**src/rtl/register_pkg.sv**
```systemverilog
// Shared sizing for the register file and its hardware stack.
// Defaults and the stack-pointer width helper live here.
package register_pkg;

  localparam int DATA_W_DEF      = 16;
  localparam int NUM_REGS_DEF    = 16;
  localparam int STACK_DEPTH_DEF = 16;

  // sp spans 0..depth inclusive, so it needs one extra code point
  function automatic int sp_width(input int depth);
    return $clog2(depth + 1);
  endfunction

  localparam int SP_W = sp_width(STACK_DEPTH_DEF);

endpackage

```
**src/rtl/reg_stack.sv**
```systemverilog
// LIFO stack of data words with a saturating occupancy pointer.
// Push and pop are already qualified by the caller; full/empty gate them.
module reg_stack
  import register_pkg::*;
#(
  parameter int DATA_W = DATA_W_DEF,
  parameter int DEPTH  = STACK_DEPTH_DEF
) (
  input  logic              clk,
  input  logic              reset,
  input  logic              push,
  input  logic              pop,
  input  logic [DATA_W-1:0] push_data,
  output logic [DATA_W-1:0] top_data,
  output logic              full,
  output logic              empty
);

  localparam int SPW = sp_width(DEPTH);
  localparam int AW  = (DEPTH > 1) ? $clog2(DEPTH) : 1;

  logic [DATA_W-1:0] stack [DEPTH];
  logic [SPW-1:0]    sp;
  logic [AW-1:0]     wr_idx;
  logic [AW-1:0]     rd_idx;

  assign full   = (sp == SPW'(DEPTH));
  assign empty  = (sp == '0);
  assign wr_idx = AW'(sp);
  assign rd_idx = AW'(sp - 1'b1);

  assign top_data = stack[rd_idx];

  always_ff @(posedge clk or posedge reset) begin
    if (reset) begin
      sp <= '0;
      for (int i = 0; i < DEPTH; i++) begin
        stack[i] <= '0;
      end
    end else if (push && !full) begin
      stack[wr_idx] <= push_data;
      sp            <= sp + 1'b1;
    end else if (pop && !empty) begin
      sp <= sp - 1'b1;
    end
  end

endmodule

```
**src/rtl/register.sv**
```systemverilog
// General register file with a hardware stack for save/restore.
// Stack mode overrides plain reads and writes.
module register
  import register_pkg::*;
#(
  parameter int DATA_W      = DATA_W_DEF,
  parameter int NUM_REGS    = NUM_REGS_DEF,
  parameter int STACK_DEPTH = STACK_DEPTH_DEF
) (
  input  logic              clk,
  input  logic              reset,
  input  logic              rd,
  input  logic              wn,
  input  logic              stack_en,
  input  logic              push_en,
  input  logic              pop_en,
  input  logic [3:0]        reg_id,
  input  logic [DATA_W-1:0] write_data,
  output logic [DATA_W-1:0] read_data
);

  logic [DATA_W-1:0] regs [NUM_REGS];
  logic [DATA_W-1:0] top_data;
  logic              full;
  logic              empty;
  logic              push_req;
  logic              pop_req;
  logic              do_push;
  logic              do_pop;
  logic              do_wr;
  logic              do_rd;

  // AND with stack_en first so X on push/pop is masked in register mode
  assign push_req = stack_en & push_en & ~pop_en;
  assign pop_req  = stack_en & pop_en & ~push_en;
  assign do_push  = push_req & ~full;
  assign do_pop   = pop_req & ~empty;
  assign do_wr    = ~stack_en & wn;
  assign do_rd    = ~stack_en & rd;

  reg_stack #(
    .DATA_W (DATA_W),
    .DEPTH  (STACK_DEPTH)
  ) u_stack (
    .clk       (clk),
    .reset     (reset),
    .push      (do_push),
    .pop       (do_pop),
    .push_data (regs[reg_id]),
    .top_data  (top_data),
    .full      (full),
    .empty     (empty)
  );

  always_ff @(posedge clk or posedge reset) begin
    if (reset) begin
      for (int i = 0; i < NUM_REGS; i++) begin
        regs[i] <= '0;
      end
    end else if (do_pop) begin
      regs[reg_id] <= top_data;
    end else if (do_wr) begin
      regs[reg_id] <= write_data;
    end
  end

  always_ff @(posedge clk or posedge reset) begin
    if (reset) begin
      read_data <= '0;
    end else if (do_pop) begin
      read_data <= top_data;
    end else if (do_rd) begin
      read_data <= regs[reg_id];
    end
  end

endmodule

```
**config.mk**
```make
export PLATFORM = sky130hd
export DESIGN_NAME = register
export DESIGN_NICKNAME = d
export VERILOG_FILES = /design/src/rtl/register_pkg.sv /design/src/rtl/reg_stack.sv /design/src/rtl/register.sv
export SDC_FILE = /design/constraint.sdc
export NUM_CORES = 1
export LEC_CHECK = 0
export CORE_ASPECT_RATIO = 0.9
export CORE_UTILIZATION = 39
export CTS_BUF_LIST = sky130_fd_sc_hd__clkbuf_8
export CTS_CLUSTER_SIZE = 20
export DETAILED_ROUTE_END_ITERATION = 16
export SLEW_MARGIN = 10
export SYNTH_ARGS = -nofsm -noshare
export SYNTH_HDL_FRONTEND = slang
export SYNTH_SLANG_ARGS = --single-unit
```
**constraint.sdc**
```tcl
create_clock -name clk -period 20.8 [get_ports clk]
set_input_delay 4.16 -clock clk [delete_from_list [all_inputs] [get_ports clk]]
set_output_delay 4.16 -clock clk [all_outputs]
set_load 0.05 [all_outputs]
```
==> results.yml <==
synth:
  ys_dominant_reg_cell: "dfrtp_1"
  synthCells: 1875
  yosysTopAreaCell: "dfrtp_1"
  syn_area_per_cell_um2: 13.8
  synth_edf_count: 0
  ys_seq_area_frac: 0.514
  async_flop_share: 1.00
  syn-cell-area_um2: 26000
  synth_top_area_frac: 0.514
  ys_seq_elements: 533
  synth_area_leaders: "dfrtp_1 51%, mux2_2 11%, mux4_2 11%, mux2i_1 9.9%, o21ai_0 3.1%"
  yosys_warnings: 0
  synth_common_cells: "533 x dfrtp_1, 257 x mux2i_1, 256 x mux2_2, 163 x o21ai_0, 128 x mux4_2"
  synth_fp_nets: 1907
  synth_most_common_cell: "dfrtp_1"
  synth_cell_types: 46
timing:
  final.setup.tns_ns: 0
  relSlewSlack: 0.165
  hold_viol: 0
  final.period_utilization: 0.340
  tightest_slew_ns: 1.25
  setup_violations: 0
  rsz0062_at_grt: "false"
  worst_clock_skew_ns: 0.0230
  holdWs_ns: 0.495
  slew_violations: 0
  min_period_ns: 7.07
  fmax_mhz: 141
hold_path:
  hold_path_depth: 2
  hold_path_class: "flip-flop to flip-flop"
  worst_hold_startpoint: "regs[254]$_DFFE_PP0P_"
  whs_endpoint: "regs[254]$_DFFE_PP0P_"
flow_run:
  maxCapViolations: 0
route:
  drc: 8
  detail_route.vias_per_cell: 5.88
  drtIter0Drc: 1521
  wl_met2_um: 32800
  drtPass1Iterations: 11
  wl_met3_um: 5180
  wl_per_cell_um: 26.2
  drt-total-wl_um: 73500
  routed.top_layer: "met4"
  vias: 16498
  met1Wirelength_um: 33400
  postRouteAntennaNets: 0
die:
  core_area_um2: 65700
  start_util: 0.395
  chipHeight_um: 247
  pin_count: 43
  die-area_um2: 67600
  die_width_um: 274
  rows: 89
cts:
  cts_buffers: 92
  clock_path_buffers: 3
  tritoncts: "done"
  cts.sinks: 533
  cts_resized: 0
  postCtsSetupBuffers: 0
  clkTransAtPathRegs_ns: 0.06
  ctsRootBufferMaster: "clkbuf_8"
  clk_latency_ns: 0.69
  hold_buffers: 0
  ctsHtreeMaxLevel: 3
power_and_ir_drop:
  max-vdd-ir-drop_uv: 66.3
  cellPowerDensity_nw_per_um2: 127
  leakagePower_nw: 13.6
layout:
  seq_area_um2: 13300
  multiInputGateArea_um2: 11700
  drive_gt1_frac: 0.304
  area_growth_pct: 10.3
  fillers: 5958
  fin_nets: 1913
global_routing:
  first_global_vias: 17092
  antenna_found_initial: 1
  grt_max_degree: 105
  grt_pass1_wl_um: 111000
  gr-total-overflow: 0
  grtUsageTotal: 0.222
worst_setup_path:
  worstSetupPathType: "primary input to flip-flop"
  worst-r2r-cell-count: 7
  cp.required_ns: 21.31
  rrSetupSlack_ns: 16.34
  worstReg2RegEnd: "regs[190]$_DFFE_PP0P_"
  cp_max_fo: 16
  startpoint_type: "primary input"
  cp_data_arrival_time_ns: 7.59
  endpoint_kind: "flip-flop"
  timing.rr.start: "u_stack.sp[0]$_DFFE_PP0P_"
  crit_start: "stack_en"
outcome:
  violations: "DRC"
  outcome: "complete, but fails checks"
place:
  place.gp.congestion: 0.785
  portBuffers: 42
  dp_hpwl_um: 43100
==> layout by cell type (no fill, tap or decap), types with 2 or more instances in the layout <==
master,netlist,final
nand2_1,41,41
xor2_1,3,3
o21ai_1,111,111
a2111oi_4,16,16
nand3_2,10,10
a22oi_1,48,48
mux2i_1,257,257
o21ai_0,163,163
inv_8,0,3
and2_1,17,17
nor2b_1,40,37
inv_6,0,4
ha_1,5,4
dfrtp_1,533,532
nor3b_2,0,3
mux2_2,256,256
clkbuf_8,0,105
mux4_2,128,128
nand3b_1,2,2
nor2_1,7,6
a21boi_1,10,10
buf_4,6,48
nor2b_2,0,3
nor2_2,1,2
clkdlybuf4s50_1,0,40
nand3_1,15,15
a21boi_0,6,6
inv_1,5,46
a21oi_1,2,2
==> routing by layer <==
metal  GRT usage  vias up
met3      0.0503      137
met1       0.317     8778
met4      0.0742        0
li1            -     7009
met5           0        -
met2       0.333      574
==> registers in the layout (all words and copies together), names as in the netlist <==
name	cells
u_stack.stack	256
regs	256
u_stack.sp	5
read_data	16
==> through the flow <==
| stage | total power [mW] | setup WS, ns | utilization | area, um2 | std cells |
|---|---|---|---|---|---|
| 2_1_floorplan | 2.46 | 1.74 | - | 26000 | 1875 |
| 3_3_place_gp | 2.73 | 13.20 | 0.410 | 27000 | 2651 |
| 3_5_place_dp | 2.78 | 13.12 | 0.410 | 27000 | 2651 |
| 4_1_cts | 3.67 | 13.87 | 0.436 | 28600 | 2805 |
| 5_1_grt | 3.84 | 13.67 | 0.436 | 28600 | 2805 |
| 6_report | 3.64 | 13.73 | 0.436 | 28600 | 2806 |
==> critical path, stage by stage <==
cell	delay [ns]
clkdlybuf4s50_1	0.75
nand3b_1	0.21
o21ai_1	0.90
nand3_2	1.03
mux2i_1	0.39
o21ai_0	0.14
==> layout make-up <==
class	instances	area share
clock inverter	49	0.00769
clock buffer	105	0.0505
inverter	5	0.000918
tap	864	0.0378
multi-input combinational	1160	0.410
antenna	1	0.0000874
timing repair buffer	89	0.0267
sequential	533	0.466
==> where the power goes <==
| part | switching, mW | internal (mW) | leakage [nW] |
|---|---|---|---|
| Clock | 0.429 | 0.457 | 1.01 |
| Combinational | 0.653 | 0.540 | 5.56 |
| Sequential | 0.195 | 1.37 | 7.04 |
==> logic make-up after synthesis <==
| family | share of synthesized area |
|---|---|
| buf+inv | 0.0354 |
| flops | 0.514 |
| simple gates | 0.0320 |
| compound gates | 0.0936 |
| xor+xnor | 0.00135 |
| fa+ha+maj | 0.00241 |
| mux | 0.321 |
==> how the worst max path moves through the flow <==
stage	to	slack (ns)	cells after the start
final	regs[121]$_DFFE_PP0P_	13.73	6
after global routing	regs[153]$_DFFE_PP0P_	13.67	5
after CTS	regs[50]$_DFFE_PP0P_	13.87	6
after detailed placement	regs[57]$_DFFE_PP0P_	13.12	6
after global placement	u_stack.stack[222]$_DFFE_PP0P_	13.20	6
after floorplan	read_data[0]$_DFFE_PP0P_	1.74	1
Note: power is estimated with default switching activity, not from simulation.
==> variant, RTL diff (same flow settings) <==
Set the package constant `STACK_DEPTH_DEF` to 8 (it was 16).
--- a/src/rtl/register_pkg.sv
+++ b/src/rtl/register_pkg.sv
@@ -4,7 +4,7 @@
 
   localparam int DATA_W_DEF      = 16;
   localparam int NUM_REGS_DEF    = 16;
-  localparam int STACK_DEPTH_DEF = 16;
+  localparam int STACK_DEPTH_DEF = 8;
 
   // sp spans 0..depth inclusive, so it needs one extra code point
   function automatic int sp_width(input int depth);
Check against the original RTL: not settled (the Yosys comparison gave no result); the edit may change what the design does.
==> variant against the original RTL <==
  * Final cell count down 18%
  * Wire length shrank 30%
  * Non-clock buffer count down 17
  * Cell area decreased by 24%
  * Sequential cell count decreased by 129
  * Setup slack lost 0.035 ns
  * Synthesized area shrank 25%
  * Synthesized cell count is 17% lower
  * Fmax is 0.49% lower
  * Sequential power is 21% lower
  * Clock power shrank 22%
  * Count of clock-buffer cells in the layout fell by 24
  * Power fell by 23%
  * Critical endpoint is now regs[21]
  * Highest routed layer unchanged
==> variant: results (changes against the original RTL) <==
metric,value,unit,change
Netlist cell types,42,,was 46
reg-to-reg critical path endpoint,regs[20],,was regs[190]
Final nets,1605,,"was 1,913"
initial antenna violation count,0,,was 1
clk_skew,0.0266,ns,was 0.0230 ns
Synth top cells by count,"404 x dfrtp_1, 256 x mux2_2, 184 x nand2_1",,"was 533 x dfrtp_1, 257 x mux2i_1, 256 x mux2_2"
diode count,0,,was 1
Worst-Skew Late Latency,0.62,ns,was 0.69 ns
HPWL after detailed placement,31800,µm,"was 43,100 µm"
First-pass DRT Iterations,5,,was 11
"Max FO, Critical Path",134,,was 16
# fillers,4550,,"was 5,958"
Placement Setup Slack,12.79,ns,was 13.12 ns
layout cells sized above 1,0.279,,was 0.304
post-route clock period utilization,0.342,,was 0.340
VDD IR max,0.0000677,V,was 0.0000663 V
Worst Hold Launch,u_stack.stack[96],,was regs[254]
Adder-Cell Fraction of Synth Area,0.00128,,was 0.00241
XOR/XNOR Fraction of Synth Area,0.00224,,was 0.00135
worst setup path endpoint,regs[21],,was regs[121]
GPL Wtd Cong,0.780,,was 0.785
outcome,"complete, no violations",,"was complete, but fails checks"
post-synthesis sequential area ratio,0.518,,was 0.514
reg2reg path depth,8,,was 7
ranking of synthesized cells by area,"dfrtp_1 52%, mux2_2 15%, mux2i_1 7.4%",,"was dfrtp_1 51%, mux2_2 11%, mux4_2 11%"
mean post-synth cell area,12.5,µm²,was 13.8 µm²
largest net degree at the start of global routing,135,,was 105
overall routing resource usage,0.206,,was 0.222
## variant: cell types whose count changed after synthesis, sizes merged, moves of 33 or more
cell | unedited run | this run
o21ai | 275 | 2
nand2 | 41 | 184
dfrtp | 533 | 404
o31ai | 0 | 128
mux2i | 257 | 145
mux4 | 128 | 32
a31oi | 0 | 33
buf | 107 | 74
## variant: critical path: stages
cell             delay [ns]
clkdlybuf4s50_1        0.49
inv_8                  0.61
buf_4                  0.80
buf_4                  0.84
buf_4                  0.72
## variant: final cells by class
class | count | area, µm² | share of cell area
inverter | 4 | 22.5 | 0.00104
timing repair buffer | 72 | 662 | 0.0305
tap | 671 | 840 | 0.0386
multi-input combinational | 1028 | 8790 | 0.405
sequential | 404 | 10100 | 0.465
clock inverter | 36 | 191 | 0.00881
clock buffer | 81 | 1110 | 0.0513
## variant: where the power goes
part | internal (mW) | switching, mW
sequential | 1.07 | 0.152
clock | 0.366 | 0.322
combinational | 0.408 | 0.467
## variant: worst min-delay path by stage
stage	end	slack, ns	depth (start not counted)
floorplan	u_stack.stack[100]	0.44	2
global placement	u_stack.stack[24]	0.45	2
detailed placement	u_stack.stack[108]	0.46	2
CTS	u_stack.stack[96]	0.47	2
global route	u_stack.stack[33]	0.48	2
finish	u_stack.stack[96]	0.47	2
## variant: logic make-up (layout without fill, tap and decap cells)
kind of cell | Yosys count | count (layout)
xor+xnor | 5 | 5
compound gates | 296 | 296
mux | 433 | 433
simple gates | 292 | 292
fa+ha+maj | 2 | 2
buf+inv | 128 | 193
flops | 404 | 404
## variant: layer usage
layer	global-route usage	part of all wire	routed length (µm)	up-vias
li1	-	-	-	5833
met1	0.297	0.48	24500	6804
met2	0.314	0.45	23300	336
met3	0.0378	0.051	2600	85
met4	0.0624	0.021	1100	0
met5	0	0	0	-
## variant: metrics by stage
stage	util	power, mW	hold WS [ns]	area [µm²]
floorplan	-	1.88	0.443	19500
global placement	0.414	2.08	0.454	20400
detailed placement	0.414	2.12	0.460	20400
CTS	0.441	2.81	0.475	21700
global route	0.441	2.97	0.485	21700
finish	0.441	2.79	0.471	21700
